[src/rtl/evt_apb_pkg.sv]
// ============================================================================
// evt_apb_pkg : register offsets and FSM state type for the APB event reader
// Revision    : 1.0
// ============================================================================
`default_nettype none

package evt_apb_pkg;

  localparam logic [3:0] COUNT_OFS = 4'h0;
  localparam logic [3:0] CLR_OFS   = 4'h4;
  localparam logic [3:0] LAST_OFS  = 4'h8;
  localparam logic [3:0] SCR_OFS   = 4'hC;

  typedef enum logic [1:0] {
    IDLE = 2'd0,
    REQ  = 2'd1,
    RESP = 2'd2
  } state_t;

endpackage

`default_nettype wire

[src/rtl/evt_req_initiator.sv]
// ============================================================================
// evt_req_initiator : req/atomic/ack handshake toward the event counter,
//                     count capture and optional ack timeout (EVT_APB_TIMEOUT_EN)
// Revision          : 1.0
// ============================================================================
`default_nettype none

module evt_req_initiator #(
  parameter int DATA_W         = 32,
  parameter int TIMEOUT_CYCLES = 16
) (
  input  logic              clk,
  input  logic              rst,
  input  logic              start_i,
  input  logic              atomic_i,
  input  logic              ack_i,
  input  logic [DATA_W-1:0] count_i,
  output logic              req_o,
  output logic              atomic_o,
  output logic              done_o,
  output logic              err_o,
  output logic [DATA_W-1:0] data_o,
  output logic [DATA_W-1:0] last_o
);

  logic              req_q, req_d;
  logic              atomic_q, atomic_d;
  logic [DATA_W-1:0] last_q, last_d;
  logic              timeout;

`ifdef EVT_APB_TIMEOUT_EN
  localparam int CNT_W = $clog2(TIMEOUT_CYCLES + 1);

  logic [CNT_W-1:0] wait_q, wait_d;

  always_comb begin
    wait_d = wait_q;
    if (start_i) begin
      wait_d = '0;
    end else if (req_q) begin
      wait_d = wait_q + 1'b1;
    end
  end

  // An ack in the final allowed cycle still wins over the timeout.
  assign timeout = req_q & ~ack_i & (wait_q == CNT_W'(TIMEOUT_CYCLES - 1));

  always_ff @(posedge clk or negedge rst) begin
    if (!rst) begin
      wait_q <= '0;
    end else begin
      wait_q <= wait_d;
    end
  end
`else
  logic unused_timeout_cfg;
  assign unused_timeout_cfg = (TIMEOUT_CYCLES > 0);
  assign timeout            = 1'b0;
`endif

  // ack_i only counts while a request is outstanding; stray or late acks drop out here.
  assign done_o = req_q & (ack_i | timeout);
  assign err_o  = timeout;
  assign data_o = timeout ? '0 : count_i;
  assign req_o    = req_q;
  assign atomic_o = atomic_q;
  assign last_o   = last_q;

  always_comb begin
    req_d    = req_q;
    atomic_d = atomic_q;
    last_d   = last_q;
    if (start_i) begin
      req_d    = 1'b1;
      atomic_d = atomic_i;
    end else if (done_o) begin
      req_d    = 1'b0;
      atomic_d = 1'b0;
    end
    if (req_q && ack_i) begin
      last_d = count_i;
    end
  end

  always_ff @(posedge clk or negedge rst) begin
    if (!rst) begin
      req_q    <= 1'b0;
      atomic_q <= 1'b0;
      last_q   <= '0;
    end else begin
      req_q    <= req_d;
      atomic_q <= atomic_d;
      last_q   <= last_d;
    end
  end

endmodule

`default_nettype wire

[src/rtl/evt_apb_reader.sv]
// ============================================================================
// evt_apb_reader : APB completer fronting the event counter; optional ack
//                  timeout and error reporting under EVT_APB_TIMEOUT_EN
// Revision       : 1.0
// ============================================================================
`default_nettype none

module evt_apb_reader
  import evt_apb_pkg::*;
#(
  parameter int ADDR_W         = 4,
  parameter int DATA_W         = 32,
  parameter int TIMEOUT_CYCLES = 16
) (
  input  logic              clk,
  input  logic              rst,
  input  logic [ADDR_W-1:0] paddr,
  input  logic              psel,
  input  logic              penable,
  input  logic              pwrite,
  input  logic [DATA_W-1:0] pwdata,
  output logic [DATA_W-1:0] prdata,
  output logic              pready,
  output logic              pslverr,
  output logic              req_o,
  output logic              atomic_o,
  input  logic              ack_i,
  input  logic [DATA_W-1:0] count_i
);

`ifdef EVT_APB_TIMEOUT_EN
  localparam logic ERR_EN = 1'b1;
`else
  localparam logic ERR_EN = 1'b0;
`endif

  state_t            state_q, state_d;
  logic [DATA_W-1:0] prdata_q, prdata_d;
  logic [DATA_W-1:0] scratch_q, scratch_d;
  logic              pready_q, pready_d;
  logic              pslverr_q, pslverr_d;

  logic              start;
  logic              start_atomic;
  logic              done;
  logic              cap_err;
  logic [DATA_W-1:0] cap_data;
  logic [DATA_W-1:0] last;

  logic [3:0]        ofs;
  logic              unmapped;
  logic              access;
  logic              unused_addr_lsb;

  assign ofs             = {paddr[3:2], 2'b00};
  assign unused_addr_lsb = ^paddr[1:0];
  assign access          = psel & penable & ~pready_q;

  generate
    if (ADDR_W > 4) begin : g_upper_decode
      assign unmapped = |paddr[ADDR_W-1:4];
    end else begin : g_no_upper
      assign unmapped = 1'b0;
    end
  endgenerate

  evt_req_initiator #(
    .DATA_W         (DATA_W),
    .TIMEOUT_CYCLES (TIMEOUT_CYCLES)
  ) u_req (
    .clk      (clk),
    .rst      (rst),
    .start_i  (start),
    .atomic_i (start_atomic),
    .ack_i    (ack_i),
    .count_i  (count_i),
    .req_o    (req_o),
    .atomic_o (atomic_o),
    .done_o   (done),
    .err_o    (cap_err),
    .data_o   (cap_data),
    .last_o   (last)
  );

  always_comb begin
    state_d      = state_q;
    prdata_d     = prdata_q;
    scratch_d    = scratch_q;
    pready_d     = 1'b0;
    pslverr_d    = 1'b0;
    start        = 1'b0;
    start_atomic = 1'b0;
    case (state_q)
      IDLE: begin
        if (access) begin
          state_d  = RESP;
          pready_d = 1'b1;
          if (unmapped) begin
            pslverr_d = ERR_EN;
            if (!pwrite) begin
              prdata_d = '0;
            end
          end else if (pwrite) begin
            if (ofs == SCR_OFS) begin
              scratch_d = pwdata;
            end else begin
              pslverr_d = ERR_EN;
            end
          end else begin
            case (ofs)
              COUNT_OFS, CLR_OFS: begin
                // Counter reads defer the response until the handshake completes.
                state_d      = REQ;
                pready_d     = 1'b0;
                start        = 1'b1;
                start_atomic = (ofs == CLR_OFS);
              end
              LAST_OFS: prdata_d = last;
              default:  prdata_d = scratch_q;
            endcase
          end
        end
      end
      REQ: begin
        if (done) begin
          state_d   = RESP;
          pready_d  = 1'b1;
          prdata_d  = cap_data;
          pslverr_d = ERR_EN & cap_err;
        end
      end
      RESP: state_d = IDLE;
      default: state_d = IDLE;
    endcase
  end

  always_ff @(posedge clk or negedge rst) begin
    if (!rst) begin
      state_q   <= IDLE;
      prdata_q  <= '0;
      scratch_q <= '0;
      pready_q  <= 1'b0;
      pslverr_q <= 1'b0;
    end else begin
      state_q   <= state_d;
      prdata_q  <= prdata_d;
      scratch_q <= scratch_d;
      pready_q  <= pready_d;
      pslverr_q <= pslverr_d;
    end
  end

  assign prdata  = prdata_q;
  assign pready  = pready_q;
  assign pslverr = pslverr_q;

endmodule

`default_nettype wire

[config.mk]
export PLATFORM = sky130hd
export DESIGN_NAME = evt_apb_reader
export DESIGN_NICKNAME = d
export VERILOG_FILES = /design/src/rtl/evt_apb_pkg.sv /design/src/rtl/evt_req_initiator.sv /design/src/rtl/evt_apb_reader.sv
export SDC_FILE = /design/constraint.sdc
export NUM_CORES = 1
export LEC_CHECK = 0
export ABC_AREA = 1
export BUFFER_PORTS_ARGS = -buffer_cell sky130_fd_sc_hd__buf_4
export CAP_MARGIN = 20
export CORE_MARGIN = 2
export CORE_UTILIZATION = 45
export CTS_CLUSTER_SIZE = 12
export DETAILED_ROUTE_END_ITERATION = 10
export GPL_TIMING_DRIVEN = 0
export PLACE_DENSITY = 0.8
export SLEW_MARGIN = 20
export SYNTH_ARGS = -nofsm -noshare
export SYNTH_HDL_FRONTEND = slang
export SYNTH_SLANG_ARGS = --single-unit
[constraint.sdc]
create_clock -name clk -period 1.2 [get_ports clk]
set_input_delay 0.06 -clock clk [delete_from_list [all_inputs] [get_ports clk]]
set_output_delay 0.06 -clock clk [all_outputs]
set_load 0.01 [all_outputs]
# After elaboration in Yosys (flattened, before gate mapping)
# Index checks and enable logic that the tools add are counted.
[classes]
n_eq_ne = 8
mux = 26
bitwise = 4
n_reduce_logical = 9
[ops]
columns = ["operator", "count"]
rows = [
  ["one-hot mux 32 bit (2 select lines)", 2],
  ["2-to-1 mux 32 bit", 3],
  ["2-to-1 mux 1 bit", 15],
  ["2-to-1 mux 2 bit", 4],
  ["!= test 2 bit (second input constant)", 4],
  ["AND reduction 5 bit", 1],
  ["equality test 2 x 1 -> 1 bit (second input constant)", 2],
  ["equality test 2 bit (second input constant)", 2],
  ["zero test 4 bit", 1],
  ["one-hot mux 2 bit (2 select lines)", 1],
  ["AND reduction 4 bit", 1],
  ["nonzero test 2 bit", 2],
  ["bitwise AND 1 bit", 3],
  ["zero test 2 bit", 1],
  ["one-hot mux 1 bit (2 select lines)", 1],
  ["AND reduction 2 bit", 1],
  ["OR reduction 2 bit", 1],
  ["logical AND 1 bit", 1],
  ["NOT 1 bit", 1],
]
[word_totals]
regBits = 101
inputBits = 74

# Longest topological paths before layout
[logic_depth]
depth_word = 7
mapped_depth = 8
mapped_depth_nobuf = 7

# Cells and area by module
# From an unflattened synthesis, not the netlist that was laid out.
[hier_totals]
hier_cells = 688
area_unflattened_um2 = 5113.7
[by_module_without_submodules]
columns = ["module", "instances", "cells_each", "area_each_um2"]
rows = [
  ["evt_apb_reader", 1, 510, 3553.4],
  ["evt_req_initiator", 1, 178, 1560.2],
]

# Least setup slack after synthesis
# OpenSTA, ideal clock, no wires.
[synth_timing]
path_kind = "register to register"
start = "register state_q[1]"
end = "register scratch_q[0]"
setup_time_ps = 116
arrival_time_ps = 1132
required_time_ps = 1084
path_slack_ps = -48
stages_incl_launch_ff = 8
path_buffers = 1
synth_period_minus_slack_ps = 1248
path_cell_list = "dfrtp_1 nor2_2 inv_1 nor2_4 nand2_4 buf_6 nand2_1 nand2_1"
[synth_between]
elab_chain_cells = 2
[synth_lines]
columns = ["item", "line", "rtl"]
rows = [
  ["from (decl)", "evt_apb_reader.sv:37", "state_t state_q, state_d;"],
  ["from (signal assigned)", "evt_apb_reader.sv:145", "state_q <= state_d;"],
  ["zero test 2 bit", "evt_apb_reader.sv:93", "case (state_q)"],
  ["AND reduction 4 bit (no line)", "-", ""],
  ["to (signal assigned)", "evt_apb_reader.sv:147", "scratch_q <= scratch_d;"],
  ["to (decl)", "evt_apb_reader.sv:39", "logic [DATA_W-1:0] scratch_q, scratch_d;"],
]
# No other way between the ends.
# A chain may end at the register's enable or synchronous reset.

# Worst setup path in the final report
[layout_timing]
start = "register pready_q, in the netlist pready"
end = "register prdata_q[11], in the netlist prdata[11]"
[layout_between]
elab_chain_cells = 4
[layout_lines]
columns = ["item", "line", "rtl"]
rows = [
  ["from (decl)", "evt_apb_reader.sv:40", "logic pready_q, pready_d;"],
  ["from (signal assigned)", "evt_apb_reader.sv:148", "pready_q <= pready_d;"],
  ["NOT 1 bit", "evt_apb_reader.sv:57", "assign access = psel & penable & ~pready_q;"],
  ["bitwise AND 1 bit", "evt_apb_reader.sv:57", ""],
  ["!= test 2 bit (no line)", "-", ""],
  ["AND reduction 5 bit (no line)", "-", ""],
  ["to (signal assigned)", "evt_apb_reader.sv:146", "prdata_q <= prdata_d;"],
  ["to (decl)", "evt_apb_reader.sv:38", "logic [DATA_W-1:0] prdata_q, prdata_d;"],
]
# No other way between the ends.

==> reports/results.txt <==
ANT cells: 0
Die area: 11900 um^2
Crit path DAT: 1670 ps
Power Density: 1960 nW/um^2
I/O Buffers: 105
Post-synth top cells: 235 x nand2_1, 101 x dfrtp_1, 99 x nand3_1, 69 x inv_1, 34 x a21oi_1
Htree depth: 3
Number of global-route vias before repair: 4667
Die Span X: 109 um
Tmin final: 1350 ps
First-pass GRT wire length: 22.1 mm
Worst slew margin: 0.374
Failing checks: setup timing
Top post-synthesis cells by area: dfrtp_1 51%, nand2_1 18%, nand3_1 9.9%
Reg clk slew, reported paths: 100 ps
DRT Pass-1 Iters: 5
R2r setup slk: -150 ps
Reg2Reg Launch Point: pready
Met2 Track Usage GR: 0.379
RSZ-0062 raised after global routing: yes
Clock latency on the worst-skew pair: 380 ps
R2R depth: 9
Routed WL: 14.6 mm
Critical path endpoint category: flop
Worst Hold Depth: 3
Synth warn: 0
Yosys top cell area share: 0.507
Fraction of layout cells with a size suffix above 1: 0.275
FP Rows: 38
Starting DRT DRC Count: 381
Syn Inst Count: 658
Busiest grt layer: met2
CP Class: reg -> reg
Critical Path RT: 1520 ps
Largest area contributor in the netlist: dfrtp_1
Most frequent cell after synthesis: nand2_1
Final setup margin: -151 ps
Worst-Margin Slew: 939 ps
Area Growth Syn to Fin: 46.1%
Initial antenna violation count: 0
Sink Count: 101
Routed Antenna Nets: 0
Design area: 7280 um^2
FILL cells: 861
Syn Area/Cell: 7.57 um^2
TritonCTS clock tree: yes
Nets: 931
Cell Area, Placed: 5950 um^2
Synth unique cells: 20
Die Ht: 109 um
DRC: 0
GPL Wtd Cong: 0.853
Vias per Instance: 4.98
Setup TNS: -6600 ps
Post-Syn Nets: 732
Root buf cell: clkbuf_8
Synthesized flop and latch total: 101
Overall power: 0.0143 W
Hold Path End: state_q[1]
Fin Hold WS: 107 ps
Hold WC Path Type: in -> reg
Worst slack, placed: -225 ps
Max-cap violation count: 0
Fmax: 740 MHz
Mapped cell area: 4980 um^2
Maximum fanout along the worst path: 7
Max Slew Vio Count: 0
CP startpoint kind: flop
Worst VDD drop: 0.00109 V
Hold Crit Start: pwrite
Ys async rst share: 1.00
Met3 global-route usage: 0.0454
Vias: 4988
Worst flop-to-flop path endpoint: prdata[11]
CTS Buf Count: 9
Outcome: finished with violations
Drt wl/cell: 14.6 um
Met1 Usage GRT: 0.327
Largest net degree at the start of global routing: 102
Remaining global-route overflow: 0
Boundary Pins: 110
CTS max path bufs: 2
Post-synth EDFFs: 0
Initial Util: 0.460
Hold Fails Final Rpt: 0
Leakage: 3.91 nW
Setup violations, final: 64
Final worst path period share: 1.13
Synth Flop Type: dfrtp_1
Skew final: 15.2 ps
Post-synthesis sequential area ratio: 0.507
Core area: 10800 um^2
DP HPWL: 8.89 mm
Tot GR Track Use: 0.240
## cell usage in the layout, fill, tap and decap left out, types with 5 or more instances in the layout
cell type      count
a21oi_1           32
buf_2             14
buf_4            122
buf_6             13
clkbuf_8          10
dfrtp_1           99
dlygate4sd3_1     67
inv_1             67
inv_6              5
nand2_1          197
nand2_2           34
nand2_4            9
nand3_1           91
nand3_2            6
nor2_1            33
nor2_4             5
o21ai_0           22
o21ai_1           11
## worst max-delay path, cell delays in order (launching register included)
cell and delay (ps):
dfrtp_1 410, inv_2 80, nand3_4 90, nand2_2 90
nand2_4 90, nor2_4 140, buf_12 140, buf_6 130
nand2_1 60, nand2_1 70
## registers in the layout, indices dropped and copies added, names as in the netlist
register        count
scratch_q          32
u_req.last_o       32
prdata             32
state_q             2
pready              1
u_req.req_o         1
u_req.atomic_o      1
## area by class of cell
cell class | count | area (um^2) | share of cell area
plain buffers | 42 | 314 | 0.0432
flip-flops and latches | 101 | 2530 | 0.348
multi-input cells | 445 | 2130 | 0.293
repair buffers | 188 | 1680 | 0.230
clock inverters | 6 | 51.3 | 0.00705
well taps | 140 | 175 | 0.0241
inverters | 70 | 263 | 0.0361
clock buffers | 10 | 138 | 0.0189
## kinds of logic (layout without fill, tap and decap cells)
logic type | Yosys count | in the layout | synth area share
AO/OA/AOI/OAI | 67 | 67 | 0.0673
AND/OR/NAND/NOR | 377 | 377 | 0.320
other | 1 | 1 | 0.000753
flip-flops | 101 | 101 | 0.507
buffers and inverters | 112 | 316 | 0.105
## worst max path at each step
| stage | cells after the start | slack [ps] | endpoint | from |
|---|---|---|---|---|
| CTS | 7 | -110 | scratch_q[4] | state_q[1] |
| global placement | 5 | -180 | u_req.last_o[27] | u_req.req_o |
| floorplan | 7 | -9 | scratch_q[0] | pready |
| detailed placement | 6 | -220 | prdata[11] | state_q[0] |
| finish | 9 | -150 | prdata[11] | pready |
| global route | 7 | -220 | prdata[16] | pready |
## what timing repair did
item	CTS	global route
endpoints found under the setup margin	99	71
endpoints found under the hold margin	179	0
pin swaps	2	12
gates resized for setup	32	66
setup buffers	6	4
hold buffers	67	0
cloned	1	5
## routing by layer
metal | up-vias | share of wire
li1 | 2446 | -
met1 | 2304 | 0.42
met5 | - | 0
met4 | 0 | 0.028
met3 | 38 | 0.064
met2 | 200 | 0.49
## report_power, final
part / switching [W] / total [W] / internal [W]
sequential: 0.000822 / 0.00574 / 0.00492
clock: 0.00130 / 0.00215 / 0.000850
combinational: 0.00353 / 0.00637 / 0.00284
## stage by stage
step                std cells  utilization
floorplan                 658            -
global placement          903        0.549
detailed placement        903        0.549
CTS                       993        0.642
global route             1002        0.671
finish                   1002        0.671
No activity file was read; power rests on OpenSTA's default activity.
